==> config.mk <==
export PLATFORM = sky130hd
export DESIGN_NAME = mantissa_oaud
export DESIGN_NICKNAME = d
export VERILOG_FILES = /design/src/rtl/mantissa_oaud.sv
export SDC_FILE = /design/constraint.sdc
export NUM_CORES = 1
export LEC_CHECK = 0
export CORE_MARGIN = 8
export CORE_UTILIZATION = 35
export CTS_CLUSTER_SIZE = 12
export DETAILED_ROUTE_END_ITERATION = 12
export SYNTH_ARGS = -nofsm -noshare
export SYNTH_HDL_FRONTEND = slang
export SYNTH_SLANG_ARGS = --single-unit
==> constraint.sdc <==
create_clock -name clk -period 6.1 [get_ports clk]
set_clock_uncertainty 0.2 [all_clocks]
set_input_delay 1.83 -clock clk [delete_from_list [all_inputs] [get_ports clk]]
set_output_delay 1.83 -clock clk [all_outputs]
set_load 0.05 [all_outputs]
==> src/rtl/mantissa_oaud.sv <==
// -----------------------------------------------------------------------------
// mantissa_oaud
//   Iterative restoring divider for normalized floating-point mantissas.
//   Computes (1.X) / (1.Y) one quotient bit per clock, MSB first. If the
//   dividend is smaller than the divisor, it is doubled up front so the
//   quotient always lands in [1,2). Shift reports that doubling, and the
//   caller must then decrement the result exponent by one.
//
//   Handshake: the block accepts operands only in IDLE (in_ready). It holds
//   the result in DONE (out_valid) until out_ready is seen on a clock edge.
//
// Parameters
//   BASELINE       bit index base of mantissa fields (MSB index = BASELINE-1)
//   MANTISSA_WIDTH stored fraction bits per operand (hidden 1 implied)
//   ITERATIONS     quotient bits computed, 1..MANTISSA_WIDTH+1
//
// Ports
//   clk           rising-edge clock
//   rst           asynchronous, active-high reset
//   in_valid      operand pair offered
//   in_ready      block idle and can accept operands
//   Mantissa_X    dividend fraction (value 1.X)
//   Mantissa_Y    divisor fraction  (value 1.Y)
//   out_valid     result held and valid
//   out_ready     consumer takes result
//   Mantissa_Out  normalized quotient fraction, truncated
//   Shift         1 = quotient pre-doubled, exponent must be decremented
// -----------------------------------------------------------------------------
module mantissa_oaud #(
  parameter int BASELINE       = 15,
  parameter int MANTISSA_WIDTH = 15,
  parameter int ITERATIONS     = 16
) (
  input  logic                                       clk,
  input  logic                                       rst,
  input  logic                                       in_valid,
  output logic                                       in_ready,
  input  logic [BASELINE-1:BASELINE-MANTISSA_WIDTH]  Mantissa_X,
  input  logic [BASELINE-1:BASELINE-MANTISSA_WIDTH]  Mantissa_Y,
  output logic                                       out_valid,
  input  logic                                       out_ready,
  output logic [BASELINE-1:BASELINE-MANTISSA_WIDTH]  Mantissa_Out,
  output logic                                       Shift
);

  localparam int FW = MANTISSA_WIDTH + 1;          // fraction plus hidden bit
  localparam int RW = MANTISSA_WIDTH + 3;          // remainder width
  localparam int CW = $clog2(ITERATIONS + 1);      // iteration counter width

  typedef enum logic [1:0] {
    S_IDLE = 2'd0,
    S_CALC = 2'd1,
    S_DONE = 2'd2
  } state_t;

  state_t                    r_state;
  logic [CW-1:0]             r_cnt;
  logic [RW-1:0]             r_rem;
  logic [FW-1:0]             r_yf;
  logic [MANTISSA_WIDTH-1:0] r_quot;
  logic                      r_shift;

  logic [FW-1:0] w_xf;
  logic [FW-1:0] w_yf;
  logic          w_q;
  logic [RW-1:0] w_rem_sub;
  logic [RW-1:0] w_rem_next;

  assign w_xf = {1'b1, Mantissa_X};
  assign w_yf = {1'b1, Mantissa_Y};

  // One restoring step: subtract if it fits, then shift left. The remainder
  // stays below 2*Yf, so the bit shifted out at the top is always zero.
  assign w_q        = (r_rem >= {2'b00, r_yf});
  assign w_rem_sub  = w_q ? (r_rem - {2'b00, r_yf}) : r_rem;
  assign w_rem_next = {w_rem_sub[RW-2:0], 1'b0};

  assign in_ready     = (r_state == S_IDLE);
  assign out_valid    = (r_state == S_DONE);
  assign Mantissa_Out = r_quot;
  assign Shift        = r_shift;

  // NOTE: sequential state is updated with non-blocking assignments only, so
  // every register samples the values from before the edge.
  // NOTE: the datapath registers are reset as well, because the outputs must
  // read zero while reset is held, not merely once the FSM restarts.
  always_ff @(posedge clk or posedge rst) begin
    if (rst) begin
      r_state <= S_IDLE;
      r_cnt   <= '0;
      r_rem   <= '0;
      r_yf    <= '0;
      r_quot  <= '0;
      r_shift <= 1'b0;
    end else begin
      unique case (r_state)
        S_IDLE: begin
          if (in_valid) begin
            r_yf   <= w_yf;
            r_cnt  <= '0;
            r_quot <= '0;
            // Pre-double a small dividend so the integer quotient bit is 1.
            if (w_xf >= w_yf) begin
              r_rem   <= {2'b00, w_xf};
              r_shift <= 1'b0;
            end else begin
              r_rem   <= {1'b0, w_xf, 1'b0};
              r_shift <= 1'b1;
            end
            r_state <= S_CALC;
          end
        end

        S_CALC: begin
          r_rem <= w_rem_next;
          r_cnt <= r_cnt + 1'b1;
          // Bit 0 is the integer bit (always 1) and is dropped. Bit k lands at
          // fraction position MANTISSA_WIDTH-k. Untouched LSBs stay zero.
          for (int i = 0; i < MANTISSA_WIDTH; i++) begin
            if ((r_cnt != '0) && (i == MANTISSA_WIDTH - int'(r_cnt))) begin
              r_quot[i] <= w_q;
            end
          end
          if (r_cnt == CW'(ITERATIONS - 1)) begin
            r_state <= S_DONE;
          end
        end

        S_DONE: begin
          if (out_ready) begin
            r_state <= S_IDLE;
          end
        end

        default: r_state <= S_IDLE;
      endcase
    end
  end

endmodule

**After elaboration in Yosys (flattened, before gate mapping)**

Cells that the tools add are included.

- Register bits: 57
- Input port bits: 34
- Output and inout port bits: 18

- Reduce and logical (&&, ||, !) cells: 37
- Mux-type cells: 28
- Equal/unequal tests: 35
- Add/sub/neg operators: 3
- Order comparisons: 2

Operators by type and width:

| cell | number |
|---|---|
| $reduce_and 3->1 | 16 |
| $eq 5x6->1 const A | 7 |
| $pmux 18 s2 | 1 |
| $mux 17 | 2 |
| $ne 2x2->1 const B | 17 |
| $logic_not 32->1 | 1 |
| $pmux 15 s2 | 1 |
| $eq 4x6->1 const A | 4 |
| $ge 18x16->1 | 1 |
| $mux 18 | 1 |
| $sub 17x16->17 | 1 |
| $ge 16x16->1 | 1 |
| $mux 1 | 16 |
| $logic_and 1x1->1 | 15 |
| $mux 15 | 1 |
| $eq 3x6->1 const A | 2 |
| $pmux 5 s2 | 1 |
| $eq 2x6->1 const A | 1 |
| $mux 2 | 3 |
| $pmux 2 s3 | 1 |
| $sub 4x5->6 const A | 1 |
| $add 5x1->5 const B | 1 |
| $eq 5x4->1 const B | 1 |
| $mux 5 | 1 |
| 7 further kinds | 8 |

**Logic depth before layout (Yosys ltp)**

Gate-level depths: netlist (run 1).

- Depth in word-level cells: 5
- Mapped depth: 13
- Mapped depth without buffers: 11

**Least setup slack after synthesis (run 1)**

OpenSTA, ideal clock, no wires.

- Path kind: in2reg
- Start: in Mantissa_X[0] in the netlist's numbering
- End: reg r_rem[14]
- Arrival: 3.605 ns
- Slack: 2.169 ns
- Cell stages on the path: 10
- Buffers on the path: 1
- Required time: 5.774 ns
- Path through: inv_1 -> ha_1 -> nand2b_1 -> a2111o_1 -> a21oi_1 -> o21ai_2 -> buf_2 -> mux2i_1 -> o21ai_0 -> a221o_1

- Cells in the longest elaborated chain, start to end: 4

Ends and longest elaborated chain:

| element | line | source |
|---|---|---|
| start: declaration | 38 | `input logic [BASELINE-1:BASELINE-MANTISSA_WIDTH] Mantissa_X,` |
| $ge 16x16->1 | 103 | `if (w_xf >= w_yf) begin` |
| $mux 17 | 103 |  |
| $mux 18 | 98 | `if (in_valid) begin` |
| $pmux 18 s2 | 96 | `unique case (r_state)` |
| end signal: assignment | 104 | `r_rem <= {2'b00, w_xf};` |
| end signal: assignment | 107 | `r_rem <= {1'b0, w_xf, 1'b0};` |
| end signal: assignment | 115 | `r_rem <= w_rem_next;` |
| end: declaration | 58 | `logic [RW-1:0] r_rem;` |

No other way between the ends. The select of a mux whose other input is x is not followed.
A chain may end at the register's enable or synchronous reset.

**Final worst setup path (run 1)**

- Start: in Mantissa_Y[13] in the netlist's numbering
- End: reg r_rem[11]

- Cells in the longest elaborated chain, start to end: 4

Ends and longest elaborated chain:

| element | line | source |
|---|---|---|
| start: declaration | 39 | `input logic [BASELINE-1:BASELINE-MANTISSA_WIDTH] Mantissa_Y,` |
| $ge 16x16->1 | 103 |  |
| $mux 17 | 103 |  |
| $mux 18 | 98 |  |
| $pmux 18 s2 | 96 |  |

No other way between the ends. The select of a mux whose other input is x is not followed.

==> metrics.md, run 1 <==
| Metric | Value |
|---|---|
| Outcome | `completed` |
| Synth area leaders | `dfrtp_1 (36%), ha_1 (11%), nand2_1 (4.7%)` |
| TritonCTS clock tree | `built` |
| Delay of the slowest critical-path stage | `830 ps` |
| Die height | `122 um` |
| First DRT Iteration DRCs | `207` |
| Worst R2R End | `r_rem[14]` |
| Leak | `about 2.1 nW` |
| Syn. warnings | `0` |
| Routed WL | `9.97 mm` |
| Initial cell density of the core | `35.2%` |
| CP bufs+invs | `2` |
| TNS Setup | `0 ps` |
| FILL cells | `1130` |
| Die area | `15000 um^2` |
| Layout area overhead | `23.7%` |
| Slew Limit Fails | `0` |
| Synth area leader | `dfrtp_1` |
| Hold Path Class | `reg2reg` |
| Worst-path fanout max | `19` |
| Syn_nets | `514` |
| Async set-reset flop share out of synthesis | `100%` |
| Synthesized area per cell | `8.92 um^2` |
| Reg clk slew, reported paths | `around 50 ps` |
| Setup crit end | `r_rem[11]` |
| Sequential share of the synthesized area | `36.1%` |
| Final core utilization | `43.6%` |
| Root Driver | `clkbuf_16` |
| Port Buffers | `51` |
| Crit path kind | `in2reg` |
| CP arrival | `4540 ps` |
| Storage cell area | `roughly 1400 um^2` |
| Chip width | `around 120 um` |
| Slew headroom | `34.4%` |
| Layout Cells excl Fill | `638` |
| Tmin final | `4540 ps` |
| First-pass GRT wire length | `~17 mm` |
| FF-to-FF path depth | `11` |
| Post-CTS Repair Setup Buffers | `0` |
| Final setup fails | `0` |
| FF-to-FF setup slack | `2280 ps` |
| Slowest CP cell | `o21ai_2` |
| Initial antenna violation count | `0` |
| Core area | `around 11000 um^2` |
| Largest net degree at the start of global routing | `37` |
| Synth Instances | `443` |
| Routed Antenna Nets | `0` |
| Vias/cell | `around 5.3` |
| CP Capture Type | `flop` |
| Share of cells above drive strength 1 | `8.28%` |
| Max-cap violations | `0` |
| CTS Buf Count | `9` |
| Crit path launch | `Mantissa_Y[13]` |
| Setup crit start kind | `input port` |
| Clk sinks | `57` |
| Post-CTS Resized | `0` |
| Cell total after placement | `622` |
| Share of the synthesized area in the top cell type | `36.1%` |
| Worst slack, placed | `1190 ps` |
| DP HPWL | `7.41 mm` |
| Post-synth EDFFs | `0` |
| Hold buffers post-CTS | `0` |
| Pre-antenna DRT Iters | `5` |
| CP top delay family | `compound AO/OA/AOI/OAI gates` |
| Clk buf depth | `2` |
| Layout Nets | `561` |
| Overflow after GRT | `0` |
| Diode count | `0` |
| Unrepaired setup endpoints after global routing | `no` |
| Final instance area | `4890 um^2` |
| Yosys reg bits | `57` |
| Unique masters post-synth | `54` |
| Max VDD drop | `roughly 290 uV` |
| Worst setup margin | `1560 ps` |
| WL/cell | `15.6 um` |
| CTS HTree Levels | `3` |
| Overall routing resource usage | `13.8%` |
| Critical path depth in cells | `9` |
| Cell Pwr Density | `637 nW/um^2` |
| Placed cell areas | `roughly 4600 um^2` |
| I/O pins | `52` |
| Clock Latency Late Sink | `roughly 320 ps` |
| Top_reg_cell synth | `dfrtp_1` |
| Crit share post-route | `74.5%` |
| Critical R2R Launch | `r_rem[0]` |
| # DRC | `0` |
| Number of global-route vias before repair | `3387` |
| Final Hold Fails | `0` |
| Area of the multi-input gates | `2290 um^2` |
| Worst Tran Pin Value | `slightly below 1000 ps` |
| Req. time, crit path | `6090 ps` |
| F_max | `~220 MHz` |
| Placer Congestion | `0.824` |
| Via count | `3385` |
| Core Rows | `39` |
| Mapped Area | `3950 um^2` |
| Worst path cell trace | `clkdlybuf4s50_1 -> inv_1 -> ha_1 -> and4_1 -> o2111ai_1 -> o21ai_2 -> mux2_2 -> o22ai_1 -> a21oi_1` |
==> per-stage QoR <==
| stage | total power [W] | hold WS, ps |
|---|---|---|
| 6_report | 0.00311 | 270 |
| 3_5_place_dp | 0.00260 | 259 |
| 2_1_floorplan | 0.00217 | 218 |
| 3_3_place_gp | 0.00255 | 247 |
| 4_1_cts | 0.00313 | 272 |
| 5_1_grt | 0.00338 | 283 |
==> power by group <==
group	switching (W)	internal [W]
clock network	0.000176	0.000338
registers	0.000120	0.000568
logic	0.00113	0.000779
==> state kept, by name, indices dropped and copies added, names as in the netlist <==
register      cells
r_rem            18
r_yf             16
r_cnt             5
r_state           2
Shift             1
Mantissa_Out     15
==> layout by cell type, fill, tap and decap left out, types with 6 or more instances in the layout <==
cell / count
clkdlybuf4s50_1: 51
o22ai_1: 13
nand2_1: 49
nor2b_1: 7
a31oi_1: 12
ha_1: 36
o21ai_0: 31
inv_1: 38
dfrtp_1: 57
xor2_1: 8
nor3_1: 6
o31ai_1: 12
a211oi_1: 6
nor2_1: 27
a21oi_1: 27
mux2_2: 14
nand2b_1: 6
clkbuf_16: 9
mux2i_1: 14
==> cells in the mapped netlist, types with 2 or more instances <==
cell type  number
buf_6           2
ha_1           36
o22ai_1        13
nand3_1         5
or2_2           2
nand2_1        49
nor2_1         27
a41oi_1         3
o31a_1          2
nor3_1          6
o31ai_1        12
or3_1           2
and2_1          2
buf_1           2
dfrtp_1        57
nor2b_1         7
clkbuf_1       13
o21ai_1         3
mux2_2         14
inv_1          39
o211ai_1        2
o41ai_1         2
buf_2           2
nand4_1         4
o21a_1          5
mux2i_1        14
and3_1          3
a211oi_1        6
o221ai_1        2
o21ai_0        31
xor2_1          8
a21oi_1        27
nand2b_1        6
a31oi_1        12
xnor2_1         4
==> worst min-delay path by stage <==
stage	from	to	slack, ps	depth (start not counted)
2_1_floorplan	r_yf[15]	r_yf[15]	220	2
3_3_place_gp	r_yf[15]	r_yf[15]	250	2
3_5_place_dp	r_yf[15]	r_yf[15]	260	2
4_1_cts	r_yf[15]	r_yf[15]	270	2
5_1_grt	r_yf[15]	r_yf[15]	280	2
6_report	r_yf[15]	r_yf[15]	270	2
==> worst min-delay path: cells and delay by family, from the launching register on <==
kind	cells	cell delay (ps)
buffers and inverters	1	60
DFF	1	320
and+or+nand+nor	1	60
==> layer usage <==
layer  GRT usage [%]  wire length (um)  vias to the layer above
met5               0                 0                        -
met4            3.88                91                        0
met3            2.85               298                        7
met2            23.5              4900                       51
met1            17.2              4690                     1635
li1                -                 -                     1692
==> kinds of logic after synthesis <==
family / share of synthesized area (%)
muxes: 7.82
adders and majority gates: 11.9
and+or+nand+nor: 13.6
buffers and inverters: 5.95
DFF: 36.1
xor gates and xnor gates: 2.66
AOI/OAI and AO/OA: 22.0
==> cell type report <==
| cell class | instances | share of cell area (%) |
|---|---|---|
| multi-input combinational | 328 | 46.8 |
| sequential | 57 | 29.2 |
| timing repair buffer | 55 | 11.1 |
| clock buffer | 12 | 5.24 |
| tap | 143 | 3.66 |
| inverter | 39 | 2.99 |
| clock inverter | 4 | 1.05 |
(Power assumes the default switching activity.)
==> inputs of run 2 (changes only) <==
Clock period 6.1 ns to 4.33 ns, I/O delays scaled along.
==> run 2 against run 1 <==
Net effect: largest power group unchanged; sequential power rose by 41%; final cell count rose by 1.1%; wire length rose by 2.7%; critical path depth rose by 2; first-iteration DRC count rose by 16%; non-clock buffer count rose by 7; largest cell class unchanged; hold slack got worse by 15 ps; die area did not move.
==> metrics.md, run 2 (synthesis results as in run 1) <==
| Metric | Value |
|---|---|
| WL/cell | `15.9 um (+1.6%)` |
| Reg clk slew, reported paths | `50 ps (about the same)` |
| Crit path kind | `in2reg` |
| Layout area overhead | `24.2%` |
| Setup crit start kind | `input port` |
| Vias/cell | `5.27 (-0.71%)` |
| Overall routing resource usage | `14.5% (+0.78 points)` |
| Core Rows | `39 (unchanged)` |
| Placer Congestion | `0.858 (+4.1%)` |
| Routed Antenna Nets | `0 (unchanged)` |
| Largest Register | `r_rem` |
| Clk buf depth | `2 (unchanged)` |
| Worst Tran Pin Value | `761 ps (-224 ps)` |
| Hold Path Class | `reg2reg` |
| Cell total after placement | `629 (+1.1%)` |
| Slew Limit Fails | `0 (unchanged)` |
| Final Hold Fails | `0 (unchanged)` |
| First-pass GRT wire length | `17.4 mm (+5.3%)` |
| Chip width | `122 um (unchanged)` |
| Via count | `3398 (+0.38%)` |
| Post-CTS Repair Setup Buffers | `0 (unchanged)` |
| CTS HTree Levels | `3 (unchanged)` |
| CP arrival | `3630 ps (-910 ps)` |
| Post-CTS Resized | `0 (unchanged)` |
| TritonCTS clock tree | `built` |
| Clock Latency Late Sink | `330 ps (about the same)` |
| Core area | `11200 um^2 (unchanged)` |
| Crit share post-route | `a little over four fifths` |
| Diode count | `0 (unchanged)` |
| CP Capture Type | `flop` |
| Max-cap violations | `0 (unchanged)` |
| Met1 Routed Length | `4.68 mm (-0.15%)` |
| Placed cell areas | `4640 um^2 (+1.1%)` |
| Initial cell density of the core | `35.2% (unchanged)` |
| Area of the multi-input gates | `2290 um^2 (unchanged)` |
| Hold buffers post-CTS | `0 (unchanged)` |
| Unrepaired setup endpoints after global routing | `no` |
| DP HPWL | `7.84 mm (+5.8%)` |
| Final instance area | `4910 um^2 (+0.38%)` |
| Worst slack, placed | `359 ps (-829 ps)` |
| TNS Setup | `0 ps (unchanged)` |
| Root Driver | `clkbuf_16` |
| Routed wl met3 | `355 um (+19%)` |
| Req. time, crit path | `4340 ps (-1750 ps)` |
| Clk sinks | `57 (unchanged)` |
| Routed WL | `10.2 mm (+2.7%)` |
| Die area | `15000 um^2 (unchanged)` |
| # DRC | `0 (unchanged)` |
| Met2 wire len | `5.03 mm (+2.7%)` |
| Largest net degree at the start of global routing | `25 (-32%)` |
| Port Buffers | `51 (unchanged)` |
| I/O pins | `52 (unchanged)` |
| FILL cells | `1112 (-1.6%)` |
| F_max | `276 MHz` |
| Flip-flop count of the largest register after layout | `18 (unchanged)` |
| Share of cells above drive strength 1 | `9.56% (+1.3 points)` |
| Layout Nets | `568 (+1.2%)` |
| Final setup fails | `0 (unchanged)` |
| Initial antenna violation count | `0 (unchanged)` |
| Worst-path fanout max | `7 (-12)` |
| First DRT Iteration DRCs | `241 (+16%)` |
| Hold_ws | `255 ps (-15.1 ps)` |
| Number of global-route vias before repair | `3561 (+5.1%)` |
| Worst setup margin | `706 ps (-850 ps)` |
| Die height | `122 um (unchanged)` |
| Outcome | `completed` |
| Max VDD drop | `408 uV (+43%)` |
| Cell Pwr Density | `885 nW/um^2 (+39%)` |
| Leak | `2.12 nW (+0.54%)` |
| Most common cell after layout, fill and taps aside | `dfrtp_1` |
| Pre-antenna DRT Iters | `4 (-1)` |
| Commonest cells after routing, fill and taps aside | `dfrtp_1 (57), clkdlybuf4s50_1 (51), nand2_1 (49), inv_1 (38), ha_1 (36)` |
| Overflow after GRT | `0 (unchanged)` |
| Tmin final | `3620 ps` |
| Slew headroom | `49.1% (+15 points)` |
| Storage cell area | `1430 um^2 (unchanged)` |
| DR top layer | `met4` |
| Layout Cells excl Fill | `645 (+1.1%)` |
| CTS Buf Count | `9 (unchanged)` |
-- run 2: changes by cell type in the layout (fill, tap and decap cells not counted) --
cell        before  now
buf_4            4   11
clkbuf_8         2    0
clkinvlp_4       1    3
bufinv_16        1    0
clkinv_4         1    2
-- run 2: final timing paths --
path	from	end	slack (ps)	depth (start not counted)
max	Mantissa_X[0]	r_rem[14]	710	11
min	r_yf[15]	r_yf[15]	260	2
max reg2reg	r_rem[0]	r_rem[1]	930	12
min reg2reg	r_yf[15]	r_yf[15]	260	2
max in group asynchronous	rst	r_rem[4]	2180	3
min in group asynchronous	rst	Mantissa_Out[2]	1080	2
-- run 2: critical path, cell delays in order --
cell	delay, ps
clkdlybuf4s50_1	470
inv_1	60
ha_1	270
nand2b_1	140
a2111o_1	420
a21oi_1	180
o21ai_2	90
buf_4	190
mux2i_1	140
o21ai_0	90
a221o_1	280
-- run 2: layout make-up --
class                      count  area share [%]
sequential                    57            29.1
clock inverter                 6           0.917
inverter                      39            2.98
timing repair buffer          62            12.1
multi-input combinational    328            46.7
tap                          143            3.64
clock buffer                  10            4.66
-- run 2: where the power goes --
group	switching (W)	internal (W)	total (W)
clock	0.000263	0.000387	0.000650
combinational	0.00160	0.00113	0.00272
sequential	0.000173	0.000799	0.000973
total	0.00203	0.00231	0.00434
-- run 2: per-stage QoR --
step / total power, W / util [%]
after floorplan: 0.00306 / -
after global placement: 0.00363 / 41.3
after detailed placement: 0.00370 / 41.3
after CTS: 0.00437 / 43.7
after global routing: 0.00473 / 43.7
final: 0.00434 / 43.7
-- run 2: per-layer routing --
layer / global-route usage [%] / vias up
li1: - / 1710
met1: 17.9 / 1617
met2: 25.0 / 59
met3: 2.25 / 12
met4: 5.86 / 0
met5: 0 / -
==> inputs of run 3 (changes only) <==
Clock period 4.33 ns to 3.8 ns, I/O delays scaled along.
==> run 3 against run 2 <==
Net effect: first-iteration DRC count down 13%; sequential power rose by 14%; wire length grew 1.6%; clock-buffer cell count down 1; final cell count up 0.78%; clock power grew 26%; combinational power grew 15%.
==> metrics.md, run 3 (synthesis results as in run 1) <==
| Metric | Value |
|---|---|
| Placer Congestion | `0.838 (-2.4%)` |
| Core area | `11200 um^2 (unchanged)` |
| CP top delay family | `compound AO/OA/AOI/OAI gates` |
| Core Rows | `39 (unchanged)` |
| Post-CTS Repair Setup Buffers | `0 (unchanged)` |
| Root Driver | `clkbuf_16` |
| Initial cell density of the core | `35.2% (unchanged)` |
| Initial antenna violation count | `0 (unchanged)` |
| Clk buf depth | `2 (unchanged)` |
| Flip-flop count of the largest register after layout | `18 (unchanged)` |
| FILL cells | `1100 (-1.1%)` |
| Final Hold Fails | `0 (unchanged)` |
| Diode count | `0 (unchanged)` |
| TNS Setup | `0 ps (unchanged)` |
| F_max | `291 MHz` |
| Overall routing resource usage | `14.6% (+0.043 points)` |
| Largest Register | `r_rem` |
| Slew headroom | `48.3% (-0.83 points)` |
| First DRT Iteration DRCs | `209 (-13%)` |
| Routed Antenna Nets | `0 (unchanged)` |
| Die height | `122 um (unchanged)` |
| Slew Limit Fails | `0 (unchanged)` |
| CTS Buf Count | `9 (unchanged)` |
| Outcome | `completed` |
| Commonest cells after routing, fill and taps aside | `dfrtp_1 (57), clkdlybuf4s50_1 (51), nand2_1 (49), inv_1 (38), ha_1 (36)` |
| Reg clk slew, reported paths | `60 ps (about the same)` |
| Worst slack, placed | `21.2 ps (-338 ps)` |
| CP Capture Type | `flop` |
| Hold Path Class | `reg2reg` |
| Post-CTS Resized | `0 (unchanged)` |
| Die area | `15000 um^2 (unchanged)` |
| CP arrival | `3450 ps (-180 ps)` |
| Layout area overhead | `26.4%` |
| Chip width | `122 um (unchanged)` |
| CP bufs+invs | `3 (unchanged)` |
| Port Buffers | `51 (unchanged)` |
| Pre-antenna DRT Iters | `4 (unchanged)` |
| Clock Latency Late Sink | `330 ps (about the same)` |
| Most common cell after layout, fill and taps aside | `dfrtp_1` |
| Slowest CP cell | `clkdlybuf4s50_1` |
| Number of global-route vias before repair | `3518 (-1.2%)` |
| Via count | `3479 (+2.4%)` |
| CTS HTree Levels | `3 (unchanged)` |
| Layout Nets | `573 (+0.88%)` |
| Worst Tran Pin Value | `773 ps (+12.4 ps)` |
| # DRC | `0 (unchanged)` |
| Worst path cell trace | `clkdlybuf4s50_1 -> inv_1 -> ha_1 -> nand2b_1 -> a2111o_1 -> a21oi_1 -> o21ai_2 -> buf_12 -> mux2i_1 -> o21ai_0 -> a221o_1` |
| Worst-path fanout max | `13 (+6)` |
| Leak | `2.17 nW (+2.1%)` |
| Unrepaired setup endpoints after global routing | `no` |
| Delay of the slowest critical-path stage | `470 ps (about the same)` |
| Crit share post-route | `between 90% and 100%` |
| Final setup fails | `0 (unchanged)` |
| Share of cells above drive strength 1 | `10.7% (+1.1 points)` |
| Overflow after GRT | `0 (unchanged)` |
| Tmin final | `3440 ps` |
| I/O pins | `52 (unchanged)` |
| Hold buffers post-CTS | `0 (unchanged)` |
| TritonCTS clock tree | `built` |
| Req. time, crit path | `3810 ps (-530 ps)` |
| Max-cap violations | `0 (unchanged)` |
| WL/cell | `16.0 um (+0.84%)` |
| Setup crit start kind | `input port` |
| Vias/cell | `5.35 (+1.6%)` |
| Crit path kind | `in2reg` |
| Max VDD drop | `485 uV (+19%)` |
| Routed WL | `10.4 mm (+1.6%)` |
| First-pass GRT wire length | `17.5 mm (+0.40%)` |
| Worst setup margin | `364 ps (-341 ps)` |
| Largest net degree at the start of global routing | `34 (+36%)` |
| DP HPWL | `7.79 mm (-0.67%)` |
| Cell Pwr Density | `1010 nW/um^2 (+14%)` |
| Clk sinks | `57 (unchanged)` |
==> run 3: metal layers <==
metal	wire, um	global-route usage [%]	vias up
li1	-	-	1724
met5	0	0	-
met4	154	5.03	0
met2	5040	24.9	58
met1	4830	18.3	1684
met3	383	2.35	13
==> run 3: cell type report <==
| type | instances | area [um^2] | area share (%) |
|---|---|---|---|
| Timing Repair Buffer | 67 | 656 | 13.1 |
| Sequential cell | 57 | 1430 | 28.6 |
| Tap cell | 143 | 179 | 3.58 |
| Multi-Input combinational cell | 328 | 2290 | 45.9 |
| Clock inverter | 7 | 71.3 | 1.43 |
| Inverter | 39 | 146 | 2.93 |
| Clock buffer | 9 | 225 | 4.51 |
==> run 3: where the power goes <==
part           internal, W  switching [W]  total [W]
Clock             0.000506       0.000311   0.000817
Sequential        0.000911       0.000198    0.00111
Combinational      0.00130        0.00183    0.00313
Total              0.00272        0.00234    0.00506
==> run 3: stage by stage <==
step / total power (W) / cell area [um^2] / hold WS (ps) / util [%] / std cells
finish: 0.00506 / 4990 / 279 / 44.5 / 650
global route: 0.00547 / 4990 / 307 / 44.5 / 650
CTS: 0.00507 / 4990 / 285 / 44.5 / 650
detailed placement: 0.00424 / 4700 / 272 / 41.9 / 634
global placement: 0.00415 / 4700 / 248 / 41.9 / 634
floorplan: 0.00348 / 3950 / 218 / - / 443
==> run 3: worst register-to-register path: cells and delay by family, from the launching register on <==
kind | cells | cell delay [ps]
adder cells (fa/ha/maj) | 2 | 610
flip-flops | 1 | 360
multiplexers | 1 | 360
AO/OA/AOI/OAI | 5 | 1290
AND/OR/NAND/NOR | 1 | 250
buffers and inverters | 2 | 150
==> run 3: worst paths after layout <==
check	cells past startpoint	slack, ps	endpoint	start
worst max-delay path	11	360	r_rem[14]	Mantissa_X[0]
worst min-delay path	2	280	Mantissa_Out[9]	Mantissa_Out[9]
worst max register to register	11	470	r_rem[14]	r_rem[0]
worst min register to register	2	280	Mantissa_Out[9]	Mantissa_Out[9]
max in group asynchronous	3	1860	r_rem[3]	rst
min in group asynchronous	2	910	Mantissa_Out[1]	rst
